`config.mk`:
```
export PLATFORM = sky130hd
export DESIGN_NAME = preset_flash_seq
export DESIGN_NICKNAME = d
export VERILOG_FILES = /design/src/rtl/preset_pkg.sv /design/src/rtl/flash_access_retry.sv /design/src/rtl/preset_flash_seq.sv
export SDC_FILE = /design/constraint.sdc
export NUM_CORES = 1
export LEC_CHECK = 0
export ABC_AREA = 1
export BUFFER_PORTS_ARGS = -buffer_cell sky130_fd_sc_hd__buf_2
export CORE_UTILIZATION = 55
export DETAILED_ROUTE_END_ITERATION = 10
export GPL_ROUTABILITY_DRIVEN = 0
export PLACE_DENSITY = 0.76
export SKIP_CTS_REPAIR_TIMING = 1
export SYNTH_ARGS = -nofsm -noshare
export SYNTH_HDL_FRONTEND = slang
export SYNTH_SLANG_ARGS = --single-unit
export TNS_END_PERCENT = 20
```
`constraint.sdc`:
```
create_clock -name clk -period 4.3 [get_ports clk]
set_clock_uncertainty 0.15 [all_clocks]
set_input_delay 0.43 -clock clk [delete_from_list [all_inputs] [get_ports clk]]
set_output_delay 0.43 -clock clk [all_outputs]
set_load 0.005 [all_outputs]
```
`src/rtl/preset_pkg.sv`:
```
// Shared types and constants for the preset flash sequencer: FSM states,
// preset word field layout and the erased-flash pattern.
package preset_pkg;

    typedef enum logic [2:0] {
        ST_LOAD,
        ST_LOAD_GAP,
        ST_IDLE,
        ST_WRITE,
        ST_WRITE_GAP
    } state_e;

    // Preset word layout: {status, data1, data2, bits_cnt}, one byte each.
    localparam int FIELD_W      = 8;
    localparam int STATUS_LSB   = 24;
    localparam int DATA1_LSB    = 16;
    localparam int DATA2_LSB    = 8;
    localparam int BITS_CNT_LSB = 0;

    localparam logic [31:0] ERASED_WORD = 32'hFFFF_FFFF;

    function automatic logic [FIELD_W-1:0] preset_field(input logic [31:0] word, input int lsb);
        return word[lsb +: FIELD_W];
    endfunction

endpackage

```
`src/rtl/flash_access_retry.sv`:
```
// One flash access with retry: owns the strobe, the retry and timeout counters
// and the single strobe-low gap cycle between attempts.
module flash_access_retry #(
    parameter int MAX_RTY = 3,
    parameter int TIMEOUT = 4096
) (
    input  logic        clk,
    input  logic        rst_i,
    input  logic        start_i,
    input  logic        we_i,
    input  logic [23:0] adr_i,
    input  logic [31:0] dat_i,
    output logic [23:0] spi_adr_o,
    output logic [31:0] spi_dat_o,
    output logic        spi_we_o,
    output logic        spi_stb_o,
    input  logic        spi_ack_i,
    input  logic        spi_rty_i,
    output logic        idle_o,
    output logic        done_o,
    output logic        retry_o,
    output logic        fail_o
);

    logic        stb_q, stb_d;
    logic        gap_q, gap_d;
    logic        we_q, we_d;
    logic [1:0]  rty_cnt_q, rty_cnt_d;
    logic [12:0] tmo_q, tmo_d;
    logic [23:0] adr_q, adr_d;
    logic [31:0] dat_q, dat_d;
    logic        refused;
    logic        last_try;

    assign idle_o    = !stb_q && !gap_q;
    assign spi_stb_o = stb_q;
    assign spi_we_o  = we_q;
    assign spi_adr_o = adr_q;
    assign spi_dat_o = dat_q;

    // NOTE: every signal gets its default before any branch, so no path can leave one unassigned and infer a latch.
    always_comb begin
        stb_d     = stb_q;
        gap_d     = gap_q;
        we_d      = we_q;
        rty_cnt_d = rty_cnt_q;
        tmo_d     = tmo_q;
        adr_d     = adr_q;
        dat_d     = dat_q;

        // Ack has priority over a refusal or a timeout in the same cycle.
        refused  = stb_q && !spi_ack_i && (spi_rty_i || tmo_q == 13'(TIMEOUT - 1));
        last_try = rty_cnt_q == 2'(MAX_RTY - 1);
        done_o   = stb_q && spi_ack_i;
        retry_o  = refused && !last_try;
        fail_o   = refused && last_try;

        if (start_i && idle_o) begin
            stb_d     = 1'b1;
            we_d      = we_i;
            adr_d     = adr_i;
            dat_d     = dat_i;
            rty_cnt_d = '0;
            tmo_d     = '0;
        end else if (gap_q) begin
            gap_d = 1'b0;
            stb_d = 1'b1;
        end else if (stb_q) begin
            if (spi_ack_i) begin
                stb_d     = 1'b0;
                rty_cnt_d = '0;
                tmo_d     = '0;
            end else if (refused) begin
                stb_d = 1'b0;
                tmo_d = '0;
                if (last_try) begin
                    rty_cnt_d = '0;
                end else begin
                    rty_cnt_d = rty_cnt_q + 2'd1;
                    gap_d     = 1'b1;
                end
            end else begin
                tmo_d = tmo_q + 13'd1;
            end
        end
    end

    // NOTE: state registers use non-blocking assignments so every flop samples pre-edge values.
    always_ff @(posedge clk) begin
        if (rst_i) begin
            stb_q     <= 1'b0;
            gap_q     <= 1'b0;
            we_q      <= 1'b0;
            rty_cnt_q <= '0;
            tmo_q     <= '0;
            adr_q     <= '0;
            dat_q     <= '0;
        end else begin
            stb_q     <= stb_d;
            gap_q     <= gap_d;
            we_q      <= we_d;
            rty_cnt_q <= rty_cnt_d;
            tmo_q     <= tmo_d;
            adr_q     <= adr_d;
            dat_q     <= dat_d;
        end
    end

endmodule

```
`src/rtl/preset_flash_seq.sv`:
```
// Preset shadow store: loads all slots from SPI flash at boot, then writes
// back any slot saved by the user, lowest index first.
module preset_flash_seq #(
    parameter int          BUTTONS_CNT = 4,
    parameter logic [23:0] BASE_ADDR   = 24'h000000,
    parameter int          MAX_RTY     = 3,
    parameter int          TIMEOUT     = 4096
) (
    input  logic                   clk,
    input  logic                   rst_i,
    output logic [23:0]            spi_adr_o,
    output logic [31:0]            spi_dat_o,
    output logic                   spi_we_o,
    output logic                   spi_stb_o,
    input  logic [31:0]            spi_dat_i,
    input  logic                   spi_ack_i,
    input  logic                   spi_rty_i,
    input  logic                   save_req_i,
    input  logic [1:0]             save_idx_i,
    input  logic [31:0]            save_dat_i,
    input  logic [1:0]             rd_idx_i,
    output logic [31:0]            rd_dat_o,
    output logic [BUTTONS_CNT-1:0] valid_o,
    output logic                   boot_done_o,
    output logic                   busy_o,
    output logic                   err_o
);

    import preset_pkg::*;

    localparam logic [1:0] LAST_SLOT = 2'(BUTTONS_CNT - 1);

    state_e                        state_q, state_d;
    logic [1:0]                    slot_q, slot_d;
    logic [BUTTONS_CNT-1:0][31:0]  shadow_q, shadow_d;
    logic [BUTTONS_CNT-1:0]        valid_q, valid_d;
    logic [BUTTONS_CNT-1:0]        dirty_q, dirty_d;
    logic                          boot_done_q, boot_done_d;
    logic                          err_q, err_d;
    logic [31:0]                   wr_dat_q, wr_dat_d;
    logic [1:0]                    first_dirty;
    logic                          acc_start, acc_idle, acc_done, acc_retry, acc_fail;

    flash_access_retry #(
        .MAX_RTY (MAX_RTY),
        .TIMEOUT (TIMEOUT)
    ) u_access (
        .clk       (clk),
        .rst_i     (rst_i),
        .start_i   (acc_start),
        .we_i      (state_q == ST_WRITE),
        .adr_i     (BASE_ADDR + {20'd0, slot_q, 2'b00}),
        .dat_i     (wr_dat_q),
        .spi_adr_o (spi_adr_o),
        .spi_dat_o (spi_dat_o),
        .spi_we_o  (spi_we_o),
        .spi_stb_o (spi_stb_o),
        .spi_ack_i (spi_ack_i),
        .spi_rty_i (spi_rty_i),
        .idle_o    (acc_idle),
        .done_o    (acc_done),
        .retry_o   (acc_retry),
        .fail_o    (acc_fail)
    );

    assign rd_dat_o    = shadow_q[rd_idx_i];
    assign valid_o     = valid_q;
    assign boot_done_o = boot_done_q;
    assign busy_o      = spi_stb_o;
    assign err_o       = err_q;

    always_comb begin
        state_d     = state_q;
        slot_d      = slot_q;
        shadow_d    = shadow_q;
        valid_d     = valid_q;
        dirty_d     = dirty_q;
        boot_done_d = boot_done_q;
        err_d       = err_q;
        wr_dat_d    = wr_dat_q;
        acc_start   = 1'b0;

        first_dirty = '0;
        for (int i = BUTTONS_CNT - 1; i >= 0; i--) begin
            if (dirty_q[i]) first_dirty = 2'(i);
        end

        case (state_q)
            ST_LOAD: begin
                acc_start = acc_idle;
                if (acc_retry) begin
                    state_d = ST_LOAD_GAP;
                end else if (acc_done || acc_fail) begin
                    // A slot saved before its flash copy arrives keeps the saved value.
                    if (acc_done && !dirty_q[slot_q]) begin
                        shadow_d[slot_q] = spi_dat_i;
                        valid_d[slot_q]  = spi_dat_i != ERASED_WORD;
                    end
                    if (acc_fail) err_d = 1'b1;
                    if (slot_q == LAST_SLOT) begin
                        state_d     = ST_IDLE;
                        slot_d      = '0;
                        boot_done_d = 1'b1;
                    end else begin
                        slot_d = slot_q + 2'd1;
                    end
                end
            end
            ST_LOAD_GAP:  state_d = ST_LOAD;
            ST_IDLE: begin
                if (|dirty_q) begin
                    state_d  = ST_WRITE;
                    slot_d   = first_dirty;
                    wr_dat_d = shadow_q[first_dirty];
                end
            end
            ST_WRITE: begin
                acc_start = acc_idle;
                if (acc_retry) begin
                    state_d = ST_WRITE_GAP;
                end else if (acc_done || acc_fail) begin
                    if (acc_fail) err_d = 1'b1;
                    dirty_d[slot_q] = 1'b0;
                    state_d         = ST_IDLE;
                end
            end
            ST_WRITE_GAP: state_d = ST_WRITE;
            default:      state_d = ST_LOAD;
        endcase

        // Applied last so a save overrides a same-cycle ack on the same slot.
        if (save_req_i) begin
            shadow_d[save_idx_i] = save_dat_i;
            valid_d[save_idx_i]  = 1'b1;
            dirty_d[save_idx_i]  = 1'b1;
        end
    end

    // NOTE: the shadow store is a handful of words that must read as zero after reset, so it is built from resettable flops rather than a RAM.
    always_ff @(posedge clk) begin
        if (rst_i) begin
            state_q     <= ST_LOAD;
            slot_q      <= '0;
            shadow_q    <= '0;
            valid_q     <= '0;
            dirty_q     <= '0;
            boot_done_q <= 1'b0;
            err_q       <= 1'b0;
            wr_dat_q    <= '0;
        end else begin
            state_q     <= state_d;
            slot_q      <= slot_d;
            shadow_q    <= shadow_d;
            valid_q     <= valid_d;
            dirty_q     <= dirty_d;
            boot_done_q <= boot_done_d;
            err_q       <= err_d;
            wr_dat_q    <= wr_dat_d;
        end
    end

endmodule
```
# [Word-level counts from Yosys, hierarchy flattened]
# Index checks and enable logic that the tools add are counted.
[totals] regBits=227 in_bits=73 output_inout_bits=97 elab_cells=139
[op_classes] add_sub_neg=3 n_lt_le_gt_ge=6 eq_ne=13 mux=63 bitwise=6 n_reduce_logical=30
[ops] op="128-bit two-way mux" count=5
[ops] op="128-bit bitwise mux" count=2
[ops] op="32-bit binary-select mux with 2-bit select" count=2
[ops] op="32-bit demux with 2-bit select" count=2
[ops] op="32-bit two-way mux" count=4
[ops] op="4-bit two-way mux" count=9
[ops] op="32-bit != test, second input constant" count=1
[ops] op="13-bit two-way mux" count=2
[ops] op="2-bit two-way mux" count=11
[ops] op="3-bit two-way mux" count=6
[ops] op="4-bit AND reduction" count=4
[ops] op="1-bit two-way mux" count=14
[ops] op="13-bit by 1-bit adder with 13-bit output, second input constant" count=1
[ops] op="13-bit by 12-bit == test with 1-bit output, second input constant" count=1
[ops] op="2-bit by 3-bit < comparator with 1-bit output, second input constant" count=4
[ops] op="3-bit case mux with 4 select lines" count=1
[ops] op="1-bit logical AND" count=10
[ops] op="3-bit != test, second input constant" count=3
[ops] op="4-bit OR" count=2
[ops] op="3-bit by 2-bit == test with 1-bit output, second input constant" count=2
[ops] op="2-bit != test, second input constant" count=3
[ops] op="1-bit zero test" count=5
[ops] op="2-bit by 1-bit adder with 2-bit output, second input constant" count=2
[ops] op="4-bit AND" count=1
[ops] op="16 further kinds" count=24

# [Longest topological paths before layout]
# Gate-level depths: netlist of run 1.
[logic_depth] depth_word=11 mapped_depth=14 depth_no_buf=13

# [Modules after synthesis]
# A second synthesis of run 1 with hierarchy kept.
[hier_totals] cells_unflattened=2303 hier_area_um2=14512.7
[modules_own_cells] module="preset_flash_seq" n_inst=1 cells_per_inst=1936 area_each_um2=11687.5 seq_area_each_um2=3503.4
[modules_own_cells] module="flash_access_retry" n_inst=1 cells_per_inst=367 area_each_um2=2825.2 seq_area_each_um2=1481.4

# [Worst setup path after synthesis of run 1]
# No wires, ideal clock.
[synth_path] kind="input-to-output" startpoint="input rd_idx_i[0]" endpoint="output rd_dat_o[10]" t_arrival_ns=1.430 slack_ns=2.290 cell_stages=6 n_path_buf=3 cell_sequence="clkbuf_1 -> inv_1 -> clkbuf_1 -> clkbuf_1 -> nor2_1 -> o22ai_1"
[synth_between] elab_chain_len=2
[synth_rtl] element="start, declared" line="preset_flash_seq.sv:21" text="input logic [1:0] rd_idx_i,"
[synth_rtl] element="32-bit binary-select mux with 2-bit select" line="preset_flash_seq.sv:66" text="assign rd_dat_o = shadow_q[rd_idx_i];"
[synth_rtl] element="32-bit two-way mux (implied by the code)" line="preset_flash_seq.sv:66"
[synth_rtl] element="end, declared" line="preset_flash_seq.sv:22" text="output logic [31:0] rd_dat_o,"
# Every way passes these cells. The select of a mux whose other input is x is not followed.

# [Worst setup path after layout of run 1]
[layout_path] startpoint="register slot_q[0]" endpoint="register shadow_q[96] in the netlist's numbering"
[layout_between] elab_chain_len=11 elab_cells_between_ends=16
[layout_rtl] element="start, declared" line="preset_flash_seq.sv:34" text="logic [1:0] slot_q, slot_d;"
[layout_rtl] element="start signal, assigned" line="preset_flash_seq.sv:152" text="slot_q <= slot_d;"
[layout_rtl] element="2-bit by 3-bit < comparator with 1-bit output (implied by the code) or 2-bit by 1-bit greater-or-equal comparator with 1-bit output (tied branches)" line="preset_flash_seq.sv:96" text="shadow_d[slot_q] = spi_dat_i;"
[layout_rtl] element="1-bit logical AND (implied by the code)" line="preset_flash_seq.sv:96"
[layout_rtl] element="32-bit two-way mux (implied by the code)" line="preset_flash_seq.sv:96"
[layout_rtl] element="32-bit demux with 2-bit select" line="preset_flash_seq.sv:96"
[layout_rtl] element="128-bit bitwise mux" line="preset_flash_seq.sv:96"
[layout_rtl] element="128-bit two-way mux *" line="preset_flash_seq.sv:95" text="if (acc_done && !dirty_q[slot_q]) begin"
[layout_rtl] element="128-bit two-way mux *" line="preset_flash_seq.sv:93" text="end else if (acc_done || acc_fail) begin"
[layout_rtl] element="128-bit two-way mux *" line="preset_flash_seq.sv:91" text="if (acc_retry) begin"
[layout_rtl] element="128-bit two-way mux *" line="preset_flash_seq.sv:88" text="case (state_q)"
[layout_rtl] element="128-bit bitwise mux" line="preset_flash_seq.sv:133" text="shadow_d[save_idx_i] = save_dat_i;"
[layout_rtl] element="128-bit two-way mux *" line="preset_flash_seq.sv:132" text="if (save_req_i) begin"
[layout_rtl] element="end signal, assigned" line="preset_flash_seq.sv:153" text="shadow_q <= shadow_d;"
[layout_rtl] element="end, declared" line="preset_flash_seq.sv:35" text="logic [BUTTONS_CNT-1:0][31:0] shadow_q, shadow_d;"
# Mark *: on every way between the ends. The rest lies on a longest branch, timed or not. The select of a mux whose other input is x is not followed.
# A chain may end at the register's enable or synchronous reset.

==> impl_metrics.toml, run 1 <==
[synthesis]
synthCells = 2079
netlist-cell-type-count = 42
synth.top_cell.area_share_pct = 34.2
synthFlopType = "sky130_fd_sc_hd__dfxtp_1"
synth_edf_count = 0
avgSynthCellArea_um2 = 6.39
syn-cell-area_mm2 = 0.0133
synth.top_cells.by_count = "sky130_fd_sc_hd__nand2_1 (349), sky130_fd_sc_hd__o21ai_0 (272), sky130_fd_sc_hd__inv_1 (255)"
ys_ff_latch = 227
cell_types_with_the_largest_area_share_after_synthesis = "sky130_fd_sc_hd__dfxtp_1 (34%), sky130_fd_sc_hd__o21ai_0 (10%), sky130_fd_sc_hd__nand2_1 (9.9%)"
asyncSetResetFlopFracSynth_pct = 0
synth_top_area_cell = "sky130_fd_sc_hd__dfxtp_1"
synthMostInstantiatedCell = "sky130_fd_sc_hd__nand2_1"
part_of_the_yosys_area_used_for_sequential_elements_pct = 34.2
yosysWarningCount = 0

[cells_and_area]
final-instance-count-excl-fill = 2458
design_area_mm2 = 0.0147
flow.area_growth_from_synthesis_pct = 10.9
insertedDiodeCount = 0
nNetsFinal = 2199
layout-drive-gt1-share_pct = 12.0

[detailed_routing]
detailed_route_vias_per_instance = 5.94
wirelength_um = 43600
wire_per_inst_um = 17.7
routed-via-count = 14600
detail_route.drc_violations = 0
detailedRoute.firstIterationViolations = 1844
postRouteAntennaNets = 0
dr.pass1.iters = 7

[sta]
worst_slew_margin_rel_pct = 19.6
post-route-period-util_pct = 72.5
setup_ws_ns = 1.18
grt_setup_unrepaired = "false"
period_minus_ws_final_ns = 3.12
maxClockFrequency_mhz = 321
slew_worst_pin_ns = 1.21
setup_tns_ns = 0
finalMaxSlewViolations = 0
setup_violations = 0
timing_hold_violations_final = 0

[grt]
grt_use_total_pct = 34.5
number_of_antenna_violations_at_the_first_check_in_global_routing = 1
grt_first_pass_wirelength_um = 68300
grt_start_max_net_pins = 114
first_global_vias = 13100
gr_ovfl_total = 0

[clock_network]
clk_latency_ns = 0.54
worst_setup_hold_path_clk_slew_ns = 0.06
cts.sink_count = 227
h-tree-depth = 1
number_of_cts_inserted_buffers = 27
cts.path.max_buffers = 3
clock_tree_from_tritoncts = "yes"
cts.root.buffer_cell = "sky130_fd_sc_hd__clkbuf_16"

[worst_setup_path]
crit_arrival_ns = 3.40
setup.worst_path.class = "flip-flop to flip-flop"
worstPathMaxFanout = 113
worst_ep_required_time_ns = 4.58
timing.critical_path.from_type = "flip-flop"
regToRegStartpoint = "slot_q[0]"
r2r_cells = 12
cp-end-kind = "flip-flop"
critical_path.reg2reg.endpoint = "shadow_q[96]"
setup.reg_to_reg.worst_slack_ns = 1.18

[flow_run]
drv_cap = 0

[floorplanning]
std_cell_core_area_mm2 = 0.0236
num_rows = 56
pin_count = 170
dieArea_mm2 = 0.0248
die_w_um = 157
die_y_um = 157
initial_utilization_pct = 56.3

[placement]
inst_count_dp = 2411
placement.io_buffers = 147
worst_case_setup_slack_after_placement_ns = 1.29
hpwl_um = 25600
detailed_place.area_mm2 = 0.0139

[status]
run_status = "completed"

[min_path]
worst_hold_path.num_cells = 3
hold_path_startpoint = "save_req_i"
hold_class = "input port to flip-flop"
min_to = "shadow_q[127]"

[power_and_ir_drop]
total_leakage_power_nw = 7.20
peakVddDrop_mv = 0.344
power-per-cell-area_mw_per_mm2 = 398
[worst max-delay path: stages (launching register included)]
cell,delay [ns]
sky130_fd_sc_hd__dfxtp_1,0.41
sky130_fd_sc_hd__inv_2,0.11
sky130_fd_sc_hd__nand2_1,0.08
sky130_fd_sc_hd__nand3_1,0.06
sky130_fd_sc_hd__nand2_1,0.10
sky130_fd_sc_hd__nand2_2,0.09
sky130_fd_sc_hd__inv_4,0.37
sky130_fd_sc_hd__buf_4,0.90
sky130_fd_sc_hd__o21ai_0,0.18
sky130_fd_sc_hd__nand2_1,0.11
sky130_fd_sc_hd__o21ai_0,0.08
sky130_fd_sc_hd__o21ai_0,0.16
sky130_fd_sc_hd__inv_1,0.05
[power by group]
group,internal [W],leakage [nW],switching (W)
sequential,0.00226,1.86,0.000110
combinational,0.000369,4.91,0.000831
clock,0.00138,0.433,0.000917
total,0.00401,7.20,0.00186
[metrics by stage]
stage	power, W	util [%]	hold slack [ns]
2_1_floorplan	0.00321	-	0.291
4_1_cts	0.00586	62.4	0.0168
3_5_place_dp	0.00358	58.7	0.312
6_report	0.00587	62.4	0.0272
3_3_place_gp	0.00354	58.7	0.298
5_1_grt	0.00613	62.4	0.0309
[worst max path at each step]
stage                     slack, ns       endpoint         from
after floorplan                2.29   rd_dat_o[10]  rd_idx_i[0]
after global placement         1.31  shadow_q[112]    spi_ack_i
after detailed placement       1.29  shadow_q[110]    spi_ack_i
after CTS                      1.30  shadow_q[110]    slot_q[0]
after global routing           0.90   shadow_q[96]    slot_q[0]
final                          1.18   shadow_q[96]    slot_q[0]
[registers in the layout, indices dropped and copies added (netlist names)]
register and flops:
u_access.spi_stb_o 1, u_access.gap_q 1, dirty_q 4, shadow_q 128, boot_done_o 1, u_access.spi_we_o 1
err_o 1, u_access.tmo_q 13, u_access.rty_cnt_q 2, wr_dat_q 32, u_access.spi_adr_o 2, slot_q 2
valid_o 4, state_q 3, u_access.spi_dat_o 32
[cell families after synthesis]
group / after synthesis / share of synthesized area (%)
simple gates: 819 / 27.0
compound gates: 574 / 23.7
buf+inv: 449 / 14.3
flops: 227 / 34.2
fa+ha+maj: 5 / 0.471
xor+xnor: 4 / 0.264
other cells: 1 / 0.0282
[cell usage in the layout (no fill, tap or decap), types with 4 or more instances in the layout]
cell type and count:
sky130_fd_sc_hd__a21oi_1 161, sky130_fd_sc_hd__buf_2 146, sky130_fd_sc_hd__buf_4 30, sky130_fd_sc_hd__clkbuf_1 5, sky130_fd_sc_hd__clkbuf_16 27, sky130_fd_sc_hd__clkbuf_8 7
sky130_fd_sc_hd__clkinv_2 4, sky130_fd_sc_hd__conb_1 22, sky130_fd_sc_hd__dfxtp_1 227, sky130_fd_sc_hd__ha_1 4, sky130_fd_sc_hd__inv_1 253, sky130_fd_sc_hd__inv_2 10
sky130_fd_sc_hd__nand2_1 349, sky130_fd_sc_hd__nand2_2 8, sky130_fd_sc_hd__nand3_1 103, sky130_fd_sc_hd__nand4_1 101, sky130_fd_sc_hd__nor2_1 226, sky130_fd_sc_hd__nor3_1 11
sky130_fd_sc_hd__o211ai_1 33, sky130_fd_sc_hd__o21ai_0 272, sky130_fd_sc_hd__o21ai_1 35, sky130_fd_sc_hd__o221ai_1 32, sky130_fd_sc_hd__o22ai_1 31
[final cells by class]
cell class	count	area, µm²
Tap cell	319	399
Clock buffer	39	791
Multi-Input combinational cell	1424	6960
Clock inverter	8	95.1
Inverter	265	1000
Fill cell	2237	8870
Timing Repair Buffer	176	956
Sequential cell	227	4540
[per-layer routing]
metal | vias to the layer above | routed length (µm) | GRT usage [%]
met3 | 128 | 5010 | 5.81
met4 | 2 | 1380 | 14.9
met2 | 911 | 19500 | 55.9
li1 | 6966 | - | -
met1 | 6594 | 17700 | 45.1
met5 | - | 8 | 0
Power figures use the tool's default switching activity.
==> run 2, diff against run 1 <==
ABC_AREA = 0   (was 1)
CORE_UTILIZATION = 52   (was 55)
clock period = 2.78 ns   (was 4.3 ns; I/O delays follow)
==> impl_metrics.toml, run 2 <==
[floorplanning]
dieArea_mm2 = 0.0237
num_rows = 55
initial_utilization_pct = 53.1
std_cell_core_area_mm2 = 0.0226
pin_count = 170
die_y_um = 154
die_w_um = 154

[clock_network]
cts.path.max_buffers = 3
cts.root.buffer_cell = "sky130_fd_sc_hd__clkbuf_16"
h-tree-depth = 1
worst_setup_hold_path_clk_slew_ns = 0.06
clock_tree_from_tritoncts = "yes"
number_of_cts_inserted_buffers = 23
clk_latency_ns = 0.53
cts.sink_count = 227

[sta]
setup_tns_ns = 0
worst_slew_margin_rel_pct = 34.6
grt_setup_unrepaired = "false"
setup_ws_ns = 0.262
setup_violations = 0
timing_hold_violations_final = 0
slew_worst_pin_ns = 0.981
period_minus_ws_final_ns = 2.52
finalMaxSlewViolations = 0
maxClockFrequency_mhz = 397
post-route-period-util_pct = 90.6

[cells_and_area]
most-common-layout-cells = "sky130_fd_sc_hd__nor3_1 (277), sky130_fd_sc_hd__dfxtp_1 (227), sky130_fd_sc_hd__nor2_1 (157)"
layout-drive-gt1-share_pct = 20.2
layout.core_utilization_pct = 58.2
max_flop_register = "shadow_q"
final_common_cell = "sky130_fd_sc_hd__nor3_1"
flow.area_growth_from_synthesis_pct = 9.74
largest_reg_flops = 128
design_area_mm2 = 0.0132
fillerInstances = 2014
nNetsFinal = 1519

[grt]
grt_start_max_net_pins = 81
number_of_antenna_violations_at_the_first_check_in_global_routing = 0
grt_use_total_pct = 28.8
gr_ovfl_total = 0
first_global_vias = 9881
grt_first_pass_wirelength_um = 54400

[placement]
hpwl_um = 21400
worst_case_setup_slack_after_placement_ns = 0.344
detailed_place.area_mm2 = 0.0121
placement.io_buffers = 147

[status]
run_status = "completed"

[synthesis]
synthMostInstantiatedCell = "sky130_fd_sc_hd__nor3_1"
asyncSetResetFlopFracSynth_pct = 0
avgSynthCellArea_um2 = 9.01
synth.top_cell.area_share_pct = 37.8
cell_types_with_the_largest_area_share_after_synthesis = "sky130_fd_sc_hd__dfxtp_1 (38%), sky130_fd_sc_hd__mux4_2 (12%), sky130_fd_sc_hd__nor3_1 (12%)"
netlist-cell-type-count = 52
part_of_the_yosys_area_used_for_sequential_elements_pct = 37.8
ys_ff_latch = 227
synth_edf_count = 0
synth_top_area_cell = "sky130_fd_sc_hd__dfxtp_1"
synthCells = 1334
synth.top_cells.by_count = "sky130_fd_sc_hd__nor3_1 (277), sky130_fd_sc_hd__dfxtp_1 (227), sky130_fd_sc_hd__nor2_1 (159)"
synthFlopType = "sky130_fd_sc_hd__dfxtp_1"
syn-cell-area_mm2 = 0.0120
yosysWarningCount = 0

[detailed_routing]
dr.pass1.iters = 6
detailedRoute.firstIterationViolations = 1412
detailed_route_vias_per_instance = 6.30
wirelength_um = 34900
wire_per_inst_um = 20.0
detail_route.drc_violations = 0
postRouteAntennaNets = 0
routed-via-count = 11000

[worst_setup_path]
worstPathMaxFanout = 22
timing.critical_path.max_delay_family = "simple AND/OR/NAND/NOR gates"
timing.critical_path.slowest_cell_delay_ns = 0.55
timing.critical_path.from_type = "flip-flop"
setup.worst_path.class = "flip-flop to flip-flop"
setup.reg_to_reg.worst_slack_ns = 0.26
path_buf_inv = 1
crit_chain = "mux4_2, nor3b_4, and2_1, buf_4, nor3_1, nor4_1"
worst_ep_required_time_ns = 3.03
crit_arrival_ns = 2.77
crit_path_top_delay_cell = "sky130_fd_sc_hd__mux4_2"
cp-end-kind = "flip-flop"

[power_and_ir_drop]
peakVddDrop_mv = 0.377
total_leakage_power_nw = 4.93
power-per-cell-area_mw_per_mm2 = 584

[flow_run]
drv_cap = 0

[min_path]
hold_class = "input port to flip-flop"
==> run 2: cell families after synthesis <==
| kind of cell | share of synthesized area [%] |
|---|---|
| mux | 12.5 |
| compound gates | 4.40 |
| buf+inv | 12.8 |
| simple gates | 31.0 |
| flops | 37.8 |
| xor+xnor | 0.948 |
| fa+ha+maj | 0.521 |
| other cells | 0.0312 |
==> run 2: metrics by stage <==
step / hold WS, ns / power, W / instances
after floorplan: 0.282 / 0.00433 / 1355
after global placement: 0.286 / 0.00461 / 1668
after detailed placement: 0.293 / 0.00463 / 1668
after CTS: -0.0972 / 0.00767 / 1710
after global routing: 0.0165 / 0.00795 / 1743
final: 0.00776 / 0.00771 / 1744
==> run 2: power by group <==
group          internal, W  switching [W]  leakage [nW]
clock network      0.00178        0.00130         0.366
registers          0.00340       0.000112          1.85
logic             0.000495       0.000622          2.71
total              0.00567        0.00203          4.93
==> run 2: final cells by class <==
class / count / area [µm²] / share of cell area (%)
diodes: 1 / 2.50 / 0.0190
clock buffers: 37 / 688 / 5.22
clock inverters: 5 / 53.8 / 0.408
inverters: 4 / 15.0 / 0.114
multi-input cells: 972 / 6060 / 45.9
flip-flops and latches: 227 / 4540 / 34.5
well taps: 285 / 357 / 2.70
repair buffers: 213 / 1470 / 11.1
==> run 2: per-layer routing <==
metal,up-vias,share of wire (%),global-route usage [%]
met1,5113,41,40.2
met4,0,3.5,12.4
met5,-,0,0
met2,757,45,43.3
li1,5017,-,-
met3,104,11,5.81
==> run 2: worst paths after layout <==
kind | from | end | depth (start not counted)
setup / recovery | slot_q[1] | shadow_q[45] | 6
setup reg to reg | slot_q[1] | shadow_q[45] | 6
hold reg to reg | wr_dat_q[3] | u_access.spi_dat_o[3] | 2
hold / removal | rst_i | wr_dat_q[26] | 2
